[src/rtl/demux_one_to_five_if.sv]
// ============================================================================
// Module      : demux_one_to_five_if
// Description : Bundle of routing, handshake and result signals for the
//               1-to-5 result demultiplexer.
//               master : producer/consumer side (drives op, entrada,
//                        entrada_valida, consumir).
//               slave  : demultiplexer side (drives pronto, a..e, validos,
//                        contagem, sobrescrita).
// Revision    : 1.0 - initial release
// ============================================================================
`default_nettype none

interface demux_one_to_five_if #(
  parameter int WIDTH = 16
);
  logic [2:0]       op;
  logic [WIDTH-1:0] entrada;
  logic             entrada_valida;
  logic             pronto;
  logic [4:0]       consumir;
  logic [WIDTH-1:0] a;
  logic [WIDTH-1:0] b;
  logic [WIDTH-1:0] c;
  logic [WIDTH-1:0] d;
  logic [WIDTH-1:0] e;
  logic [4:0]       validos;
  logic [7:0]       contagem;
  logic             sobrescrita;

  modport master (
    output op, entrada, entrada_valida, consumir,
    input  pronto, a, b, c, d, e, validos, contagem, sobrescrita
  );

  modport slave (
    input  op, entrada, entrada_valida, consumir,
    output pronto, a, b, c, d, e, validos, contagem, sobrescrita
  );
endinterface

`default_nettype wire

[src/rtl/demux_one_to_five.sv]
// ============================================================================
// Module      : demux_one_to_five
// Description : Registered 1-to-5 demultiplexer with per-destination
//               valid/consume handshake. Routes one WIDTH-bit word into one
//               of five holding registers selected by op
//               (000 a, 001 b, 010 c, 011 d, 1xx e).
// Ports       : clock  - rising-edge clock
//               reset  - synchronous active-high reset
//               bus    - demux_one_to_five_if.slave (op, entrada,
//                        entrada_valida, consumir in; pronto, a..e,
//                        validos, contagem, sobrescrita out)
// Config      : DEMUX_OVERWRITE_EN - when defined, pronto is constant 1 and
//               accepting into a full destination overwrites it and sets
//               the sticky sobrescrita flag.
// Revision    : 1.0 - initial release
// ============================================================================
`default_nettype none

module demux_one_to_five #(
  parameter int WIDTH = 16
) (
  input  wire logic          clock,
  input  wire logic          reset,
  demux_one_to_five_if.slave bus
);

  logic [WIDTH-1:0] data_q [5];
  logic [WIDTH-1:0] data_d [5];
  logic [4:0]       validos_q;
  logic [4:0]       validos_d;
  logic [7:0]       cnt_q;
  logic [7:0]       cnt_d;

  logic [2:0]       dest;
  logic             pronto;
  logic             accept;

  always_comb begin
    // op[2] set aliases every remaining code onto e.
    dest = bus.op[2] ? 3'd4 : {1'b0, bus.op[1:0]};
`ifdef DEMUX_OVERWRITE_EN
    pronto = 1'b1;
`else
    // A slot freed by a consume this same edge can be refilled: bubble-free.
    pronto = ~validos_q[dest] | bus.consumir[dest];
`endif
    accept = bus.entrada_valida & pronto;

    data_d    = data_q;
    validos_d = validos_q & ~bus.consumir;
    cnt_d     = cnt_q;
    if (accept) begin
      data_d[dest]    = bus.entrada;
      validos_d[dest] = 1'b1;
      cnt_d           = cnt_q + 8'd1;
    end
  end

  always_ff @(posedge clock) begin
    if (reset) begin
      data_q    <= '{default: '0};
      validos_q <= '0;
      cnt_q     <= '0;
    end else begin
      data_q    <= data_d;
      validos_q <= validos_d;
      cnt_q     <= cnt_d;
    end
  end

`ifdef DEMUX_OVERWRITE_EN
  logic sob_q;
  logic sob_d;

  always_comb begin
    sob_d = sob_q;
    if (accept && validos_q[dest] && !bus.consumir[dest]) begin
      sob_d = 1'b1;
    end
  end

  always_ff @(posedge clock) begin
    if (reset) begin
      sob_q <= 1'b0;
    end else begin
      sob_q <= sob_d;
    end
  end

  assign bus.sobrescrita = sob_q;
`else
  assign bus.sobrescrita = 1'b0;
`endif

  assign bus.pronto   = pronto;
  assign bus.a        = data_q[0];
  assign bus.b        = data_q[1];
  assign bus.c        = data_q[2];
  assign bus.d        = data_q[3];
  assign bus.e        = data_q[4];
  assign bus.validos  = validos_q;
  assign bus.contagem = cnt_q;

endmodule

`default_nettype wire

[src/flat_wrapper.sv]
// flat-port wrapper written by rule: the top's interface ports become plain ports
module demux_one_to_five_flat 
#(
  parameter int WIDTH = 16
)
  (clock, reset, bus_op, bus_entrada, bus_entrada_valida, bus_consumir, bus_pronto, bus_a, bus_b, bus_c, bus_d, bus_e, bus_validos, bus_contagem, bus_sobrescrita);
  demux_one_to_five_if #(.WIDTH(WIDTH)) bus_i ();
  input  wire logic clock;
  input  wire logic reset;
  input wire logic [$bits(bus_i.op)-1:0] bus_op;
  input wire logic [$bits(bus_i.entrada)-1:0] bus_entrada;
  input wire logic [$bits(bus_i.entrada_valida)-1:0] bus_entrada_valida;
  input wire logic [$bits(bus_i.consumir)-1:0] bus_consumir;
  output wire logic [$bits(bus_i.pronto)-1:0] bus_pronto;
  output wire logic [$bits(bus_i.a)-1:0] bus_a;
  output wire logic [$bits(bus_i.b)-1:0] bus_b;
  output wire logic [$bits(bus_i.c)-1:0] bus_c;
  output wire logic [$bits(bus_i.d)-1:0] bus_d;
  output wire logic [$bits(bus_i.e)-1:0] bus_e;
  output wire logic [$bits(bus_i.validos)-1:0] bus_validos;
  output wire logic [$bits(bus_i.contagem)-1:0] bus_contagem;
  output wire logic [$bits(bus_i.sobrescrita)-1:0] bus_sobrescrita;
  assign bus_i.op = bus_op;
  assign bus_i.entrada = bus_entrada;
  assign bus_i.entrada_valida = bus_entrada_valida;
  assign bus_i.consumir = bus_consumir;
  assign bus_pronto = bus_i.pronto;
  assign bus_a = bus_i.a;
  assign bus_b = bus_i.b;
  assign bus_c = bus_i.c;
  assign bus_d = bus_i.d;
  assign bus_e = bus_i.e;
  assign bus_validos = bus_i.validos;
  assign bus_contagem = bus_i.contagem;
  assign bus_sobrescrita = bus_i.sobrescrita;
  demux_one_to_five #(.WIDTH(WIDTH)) u_core (.clock(clock), .reset(reset), .bus(bus_i));
endmodule
[config.mk]
export PLATFORM = sky130hd
export DESIGN_NAME = demux_one_to_five_flat
export DESIGN_NICKNAME = d
export VERILOG_FILES = /design/src/rtl/demux_one_to_five_if.sv /design/src/rtl/demux_one_to_five.sv /design/src/flat_wrapper.sv
export SDC_FILE = /design/constraint.sdc
export NUM_CORES = 1
export LEC_CHECK = 0
export CAP_MARGIN = 20
export CORE_MARGIN = 1.5
export CORE_UTILIZATION = 36
export DETAILED_ROUTE_END_ITERATION = 6
export PLACE_DENSITY_LB_ADDON = 0.12
export SLEW_MARGIN = 20
export SYNTH_ARGS = -nofsm -noshare
export SYNTH_HDL_FRONTEND = slang
export SYNTH_SLANG_ARGS = --single-unit
[constraint.sdc]
create_clock -name clock -period 3.1 [get_ports clock]
set_input_delay 0.62 -clock clock [delete_from_list [all_inputs] [get_ports clock]]
set_output_delay 0.62 -clock clock [all_outputs]
set_load 0.1 [all_outputs]
==> flow_metrics.env, run 1 <==
export IMPL_critPathCaptureType="output port"
export IMPL_dieArea_um2=10200
export IMPL_hold_viol=0
export IMPL_synth_top_area_share_pct=53.8
export IMPL_antenna_found_initial=0
export IMPL_crit_fanout=7
export IMPL_nets=501
export IMPL_synth_edf_count=0
export IMPL_fin_crit_sh_pct=92.5
export IMPL_grt_pass1_vias=2617
export IMPL_dr_pass1_iters=4
export IMPL_cts_resized=0
export IMPL_wl_per_cell_um=14.5
export IMPL_busiest_layer="met2"
export IMPL_row_count=35
export IMPL_p_leak_nw=2.29
export IMPL_start_util_pct=37.3
export IMPL_grt_max_degree=56
export IMPL_tns_ns=0
export IMPL_fin_worst_skew_ns=0.0153
export IMPL_vias=2832
export IMPL_cp_required_ns=2.48
export IMPL_finalSetupViolCount=0
export IMPL_cts_hold_buf=0
export IMPL_final_util_pct=51.5
export IMPL_cts_path_max_buffers=2
export IMPL_rsz0062_at_grt="false"
export IMPL_grt_use_total_pct=17.2
export IMPL_ys_top_cells_by_area="dfxtp_1 (54%), mux2i_1 (19%), nor2_1 (7.4%)"
export IMPL_grtUsageMet3_pct=6.31
export IMPL_post_route_min_period_ns=2.87
export IMPL_synth_seq_cells=93
export IMPL_worst_slew_pin_slew_ns=0.786
export IMPL_antenna_left=0
export IMPL_crit_slowest_cell="clkdlybuf4s50_1"
export IMPL_n_antenna_cell=0
export IMPL_synth_cell_types=32
export IMPL_routed_wl_um=8810
export IMPL_drv_slew=0
export IMPL_cts_setup_buffers=0
export IMPL_ys_flop_type="dfxtp_1"
export IMPL_dp_cells=591
export IMPL_gp_congestion=0.732
export IMPL_async_reset_ff_share_pct=0
export IMPL_syn_inst=355
export IMPL_use_met2_pct=26.5
export IMPL_drc=0
export IMPL_max_stage_delay_ns=0.67
export IMPL_max_freq_ghz=0.349
export IMPL_avgSynthCellArea_um2=9.76
export IMPL_yosysMostFrequentCell="dfxtp_1"
export IMPL_max_slew_margin_pct=47.6
export IMPL_maxCapViolations=0
export IMPL_cp_start_kind="input port"
export IMPL_synthTopCellsByCount="dfxtp_1 (93), nor2_1 (68), mux2i_1 (67)"
export IMPL_cts_tree="yes"
export IMPL_fin_cells=607
export IMPL_clockRootBuffer="clkbuf_8"
export IMPL_core_um2=9280
export IMPL_total_power_mw=2.54
export IMPL_vias_per_cell=4.67
export IMPL_clkTransAtPathRegs_ns=0.09
export IMPL_yosysSeqAreaShare_pct=53.8
export IMPL_grt_first_pass_wirelength_um=13500
export IMPL_clock_sinks=93
export IMPL_cp_data_arrival_time_ns=2.25
export IMPL_status="finished clean"
export IMPL_irDropWorstVdd_mv=0.281
export IMPL_io_pin_count=122
export IMPL_htree_levels=3
export IMPL_area_growth_pct=38.1
export IMPL_powerDensity_nw_per_um2=531
export IMPL_cts_buffers=9
export IMPL_die_y_um=101
export IMPL_drtIter0Drc=73
export IMPL_fillCellCount=900
export IMPL_port_buffers=120
export IMPL_drive_above_1_share_pct=25.7
export IMPL_path_class="in -> out"
export IMPL_clkLatencyLatePin_ns=0.35
export IMPL_grt_util_met1_pct=22.5
export IMPL_hold_path_class="reg -> reg"
export IMPL_ys_warn_count=0
export IMPL_crit_chain="clkdlybuf4s50_1 > mux2i_1 > a22oi_1 > o21a_1 > buf_12"
export IMPL_grt_ovfl_total=0
export IMPL_synth_area_leader_cell="dfxtp_1"
export IMPL_die_x_um=101
export IMPL_syn_area_um2=3460
export IMPL_hpwlAfterDp_um=5940
export IMPL_syn_nets=383
routing by layer:
metal / vias up / wire length [µm]
met3: 7 / 596
li1: 1430 / -
met2: 77 / 3970
met1: 1318 / 4130
met4: 0 / 104
met5: - / 0
per-stage QoR:
stage	hold slack (ns)	instance area [µm²]	setup slack, ns
2_1_floorplan	0.756	3460	0.372
3_3_place_gp	0.443	4580	0.180
3_5_place_dp	0.447	4580	0.122
4_1_cts	0.460	4780	0.252
5_1_grt	0.478	4780	0.190
6_report	0.457	4780	0.234
area by class of cell:
type                    instances  area [µm²]  area share [%]
well taps                     129         161            3.38
multi-input cells             236        1480            30.9
repair buffers                129        1070            22.3
inverters                       4        15.0           0.314
clock inverters                 5        58.8            1.23
clock buffers                  11         141            2.96
flip-flops and latches         93        1860            38.9
critical path: cells and delay by family:
kind	cells	cell delay, ns
compound gates	2	0.42
buf+inv	2	0.84
mux	1	0.36
cells in the final DEF (no fill, tap or decap), types with 2 or more instances in the layout:
master	count
buf_4	100
dfxtp_1	93
nor2_1	68
mux2i_1	67
nand2_1	35
a21oi_1	27
clkdlybuf4s50_1	25
clkbuf_8	10
nand3_1	7
inv_1	4
o21ai_0	4
or3_1	4
nand2b_1	4
buf_12	3
nand3b_1	2
and3_1	2
clkinvlp_4	2
where the power goes:
group / switching (mW) / total, mW / internal (mW)
sequential: 0.0208 / 1.25 / 1.23
clock: 0.422 / 0.819 / 0.397
combinational: 0.353 / 0.471 / 0.118
total: 0.795 / 2.54 / 1.74
path summary, 6_finish.rpt:
kind,depth (start not counted),to,startpoint,slack (ns)
worst max-delay path,5,bus_pronto,bus_op[0],0.23
worst min-delay path,2,u_core.bus.e[15],u_core.bus.e[15],0.46
worst max register to register,6,u_core.bus.c[1],u_core.bus.validos[1],1.02
worst min register to register,2,u_core.bus.e[15],u_core.bus.e[15],0.46
flip-flops by register name, indices dropped and copies added (netlist names):
register             flops
u_core.bus.validos       5
u_core.bus.a            16
u_core.bus.e            16
u_core.bus.d            16
u_core.bus.contagem      8
u_core.bus.b            16
u_core.bus.c            16
cell families (layout without fill, tap and decap cells):
family,after synthesis,count (layout),share of synthesized area [%]
other,1,1,0.108
multiplexers,68,68,20.0
AND/OR/NAND/NOR,128,128,15.5
adder cells (fa/ha/maj),1,1,0.361
buffers and inverters,26,149,3.58
AO/OA/AOI/OAI,37,37,6.40
XOR/XNOR,1,1,0.253
flip-flops,93,93,53.8
Note: power is estimated with default switching activity, not from simulation.
==> run 2, diff against run 1 <==
Settings changed: CELL_PAD_IN_SITES_DETAIL_PLACEMENT set to 1, CELL_PAD_IN_SITES_GLOBAL_PLACEMENT set to 1.
==> flow_metrics.env, run 2 (same netlist as run 1, synthesis figures left out) <==
export IMPL_cp_required_ns=2.48
export IMPL_fin_crit_sh_pct=94.2
export IMPL_cts_hold_buf=0
export IMPL_r2r_start="u_core.bus.validos[1]"
export IMPL_start_util_pct=37.3
export IMPL_cp_data_arrival_time_ns=2.30
export IMPL_setup_ws_ns=0.181
export IMPL_grt_max_degree=58
export IMPL_status="finished clean"
export IMPL_hpwlAfterDp_um=6780
export IMPL_grt_ovfl_total=0
export IMPL_final_util_pct=52.0
export IMPL_fin_hold_ws_ns=0.460
export IMPL_fin_cells=607
export IMPL_antenna_found_initial=0
export IMPL_cp_start_kind="input port"
export IMPL_fin_worst_skew_ns=0.0198
export IMPL_htree_levels=3
export IMPL_drive_above_1_share_pct=25.9
export IMPL_io_pin_count=122
export IMPL_hold_path_class="reg -> reg"
export IMPL_area_growth_pct=39.3
export IMPL_n_antenna_cell=0
export IMPL_nets=501
export IMPL_core_um2=9280
export IMPL_mostFrequentLayoutCell="buf_4"
export IMPL_cts_tree="yes"
export IMPL_p_leak_nw=2.32
export IMPL_finalInstanceArea_um2=4820
export IMPL_cts_path_max_buffers=2
export IMPL_vias=2866
export IMPL_grt_use_total_pct=19.1
export IMPL_dp_cells=591
export IMPL_max_freq_ghz=0.343
export IMPL_gp_congestion=0.761
export IMPL_dr_pass1_iters=4
export IMPL_fillCellCount=1080
export IMPL_total_power_mw=2.73
export IMPL_maxCapViolations=0
export IMPL_path_class="in -> out"
export IMPL_grt_pass1_vias=2890
export IMPL_cts_resized=0
export IMPL_layout_common_cells="buf_4 (101), dfxtp_1 (93), nor2_1 (68)"
export IMPL_clkTransAtPathRegs_ns=0.09
export IMPL_dp_slack_ns=0.0901
export IMPL_tns_ns=0
export IMPL_antenna_left=0
export IMPL_port_buffers=120
export IMPL_die_x_um=101
export IMPL_hold_viol=0
export IMPL_row_count=35
export IMPL_grt_first_pass_wirelength_um=15100
export IMPL_min_from="u_core.bus.e[12]"
export IMPL_wl_per_cell_um=15.7
export IMPL_clock_sinks=93
export IMPL_crit_fanout=7
export IMPL_clockRootBuffer="clkbuf_8"
export IMPL_critPathCaptureType="output port"
export IMPL_irDropWorstVdd_mv=0.312
export IMPL_worst_slew_pin_slew_ns=0.806
export IMPL_cts_setup_buffers=0
export IMPL_clkLatencyLatePin_ns=0.35
export IMPL_vias_per_cell=4.72
export IMPL_routed_wl_um=9510
export IMPL_rsz0062_at_grt="false"
export IMPL_placed_area_um2=4570
export IMPL_post_route_min_period_ns=2.92
export IMPL_powerDensity_nw_per_um2=565
export IMPL_drc=0
export IMPL_finalSetupViolCount=0
export IMPL_die_y_um=101
export IMPL_max_slew_margin_pct=46.3
export IMPL_cts_buffers=9
export IMPL_cp_startpoint="bus_op[0]"
export IMPL_dieArea_um2=10200
export IMPL_drv_slew=0
export IMPL_drtIter0Drc=62
## run 2: metal layers
metal / part of all wire, % / vias up / global-route usage, %
met3: 5.1 / 8 / 3.88
met4: 1.1 / 0 / 5.45
li1: - / 1426 / -
met1: 45 / 1363 / 24.8
met5: 0 / - / 0
met2: 49 / 69 / 32.2
## run 2: critical path, cell delays in order
cell and delay [ns]:
clkdlybuf4s50_1 0.66, mux2i_1 0.40, a22oi_1 0.19, o21a_1 0.25, buf_12 0.17
## run 2: power breakdown
part,internal (mW),switching [mW]
clock,0.582,0.426
combinational,0.117,0.354
sequential,1.23,0.0212
## run 2: final timing paths
path	depth (start not counted)	slack (ns)	endpoint
worst max-delay path	5	0.18	bus_pronto
worst min-delay path	2	0.46	u_core.bus.e[12]
worst max register to register	6	0.97	u_core.bus.c[7]
worst min register to register	2	0.46	u_core.bus.e[12]
## run 2: area by class of cell
class | instances | area, µm² | area share, %
tap | 129 | 161 | 3.35
multi-input combinational | 236 | 1480 | 30.6
clock inverter | 5 | 104 | 2.15
inverter | 4 | 15.0 | 0.311
clock buffer | 11 | 151 | 3.14
sequential | 93 | 1860 | 38.6
timing repair buffer | 129 | 1050 | 21.8
==> run 3, diff against run 2 <==
Settings changed: CORE_MARGIN 1.5 to unset.
==> flow_metrics.env, run 3 (same netlist as run 1, synthesis figures left out) <==
export IMPL_status="finished clean"
export IMPL_grt_pass1_vias=2919
export IMPL_rsz0062_at_grt="false"
export IMPL_max_slew_margin_pct=54.0
export IMPL_drc=0
export IMPL_antenna_left=0
export IMPL_row_count=35
export IMPL_die_x_um=100
export IMPL_reg2reg_to="u_core.bus.c[11]"
export IMPL_clkLatencyLatePin_ns=0.35
export IMPL_worst_slew_pin_slew_ns=0.690
export IMPL_tns_ns=0
export IMPL_dp_cells=592
export IMPL_max_freq_ghz=0.349
export IMPL_placed_area_um2=4590
export IMPL_cp_required_ns=2.48
export IMPL_path_class="in -> out"
export IMPL_start_util_pct=37.3
export IMPL_post_route_min_period_ns=2.86
export IMPL_crit_fanout=7
export IMPL_critPathCaptureType="output port"
export IMPL_hold_viol=0
export IMPL_antenna_found_initial=0
export IMPL_fin_crit_sh_pct=92.4
export IMPL_nets=502
export IMPL_cts_hold_buf=0
export IMPL_cts_resized=0
export IMPL_area_growth_pct=38.5
export IMPL_dr_pass1_iters=4
export IMPL_fillCellCount=1085
export IMPL_cp_startpoint="bus_op[0]"
export IMPL_drtIter0Drc=81
export IMPL_total_power_mw=2.55
export IMPL_clockRootBuffer="clkbuf_8"
export IMPL_holdPathStages=2
export IMPL_grt_util_met1_pct=24.4
export IMPL_r2r_slack_ns=1.04
export IMPL_fin_hold_ws_ns=0.458
export IMPL_drv_slew=0
export IMPL_wl_per_cell_um=15.6
export IMPL_worst_r2r_cell_count=6
export IMPL_min_to="u_core.bus.e[9]"
export IMPL_cts_buffers=9
export IMPL_layout_common_cells="buf_4 (101), dfxtp_1 (93), nor2_1 (68)"
export IMPL_routed_wl_um=9490
export IMPL_finalInstanceArea_um2=4800
export IMPL_use_met2_pct=33.7
export IMPL_hpwlAfterDp_um=6740
export IMPL_drive_above_1_share_pct=26.1
export IMPL_htree_levels=3
export IMPL_die_y_um=100
export IMPL_grt_ovfl_total=0
export IMPL_clock_sinks=93
export IMPL_grt_use_total_pct=19.7
export IMPL_gp_congestion=0.762
export IMPL_finalSetupViolCount=0
export IMPL_core_um2=9280
export IMPL_io_pin_count=122
export IMPL_cp_start_kind="input port"
export IMPL_seqPwrFrac_pct=48.9
export IMPL_p_switching_mw=0.807
export IMPL_powerDensity_nw_per_um2=532
export IMPL_mostFrequentLayoutCell="buf_4"
export IMPL_cts_setup_buffers=0
export IMPL_dieArea_um2=10000
export IMPL_hold_path_class="reg -> reg"
export IMPL_grt_first_pass_wirelength_um=15300
export IMPL_p_leak_nw=2.30
export IMPL_cts_tree="yes"
export IMPL_irDropWorstVdd_mv=0.241
export IMPL_maxCapViolations=0
export IMPL_busiest_layer="met2"
export IMPL_p_int_mw=1.75
export IMPL_cts_path_max_buffers=2
export IMPL_min_from="u_core.bus.e[9]"
export IMPL_pwr_share_comb_pct=18.5
export IMPL_clockPowerShare_pct=32.6
export IMPL_vias_per_cell=4.74
export IMPL_clkTransAtPathRegs_ns=0.09
export IMPL_fin_worst_skew_ns=0.0142
export IMPL_fin_cells=608
export IMPL_vias=2882
export IMPL_grt_max_degree=60
export IMPL_cp_data_arrival_time_ns=2.24
export IMPL_n_antenna_cell=0
export IMPL_grtUsageMet3_pct=5.78
export IMPL_port_buffers=120
export IMPL_power_switching_share_pct=31.6
export IMPL_r2r_start="u_core.bus.validos[1]"
run 3: cell count changes in the layout (fill, tap and decap cells not counted):
cell	change
buf_12	+1
inv_6	+1
bufinv_16	-2
clkbuf_8	-1
clkinvlp_4	+1
clkinv_4	+1
run 3: through the flow:
stage | utilization [%] | setup WS (ns)
5_1_grt | 51.7 | 0.154
3_3_place_gp | 49.4 | 0.172
2_1_floorplan | - | 0.372
3_5_place_dp | 49.4 | 0.106
6_report | 51.7 | 0.237
4_1_cts | 51.7 | 0.221
run 3: final cells by class:
type                            count  area, µm²  share of cell area, %
Timing Repair Buffer              130       1070                   22.4
Inverter                            4       15.0                  0.313
Tap cell                          129        161                   3.37
Multi-Input combinational cell    236       1480                   30.8
Sequential cell                    93       1860                   38.8
Clock inverter                      6       68.8                   1.43
Clock buffer                       10        138                   2.87
run 3: worst max-delay path, stage by stage:
cell and delay, ns:
clkdlybuf4s50_1 0.65, mux2i_1 0.37, a22oi_1 0.19, o21a_1 0.24
buf_12 0.17
run 3: layer usage:
layer | share of wire [%] | wire (µm)
met1 | 45 | 4280
met3 | 5.5 | 518
met2 | 49 | 4620
met4 | 0.78 | 74
met5 | 0 | 0
run 3: worst max path at each step:
stage	to	slack (ns)	cells after the start
final	bus_pronto	0.24	5
after global routing	bus_pronto	0.15	5
after CTS	bus_pronto	0.22	5
after detailed placement	u_core.bus.c[11]	0.11	7
after global placement	u_core.bus.c[14]	0.17	7
after floorplan	bus_pronto	0.37	3
run 3: power by group through the flow:
| stage | Sequential, mW | Clock, mW | Combinational (mW) |
|---|---|---|---|
| after floorplan | 1.51 | 0 | 0.107 |
| final | 1.25 | 0.831 | 0.472 |
| after global routing | 1.25 | 0.915 | 0.496 |
| after global placement | 1.27 | 0 | 0.471 |
| after CTS | 1.25 | 0.861 | 0.477 |
| after detailed placement | 1.28 | 0 | 0.476 |
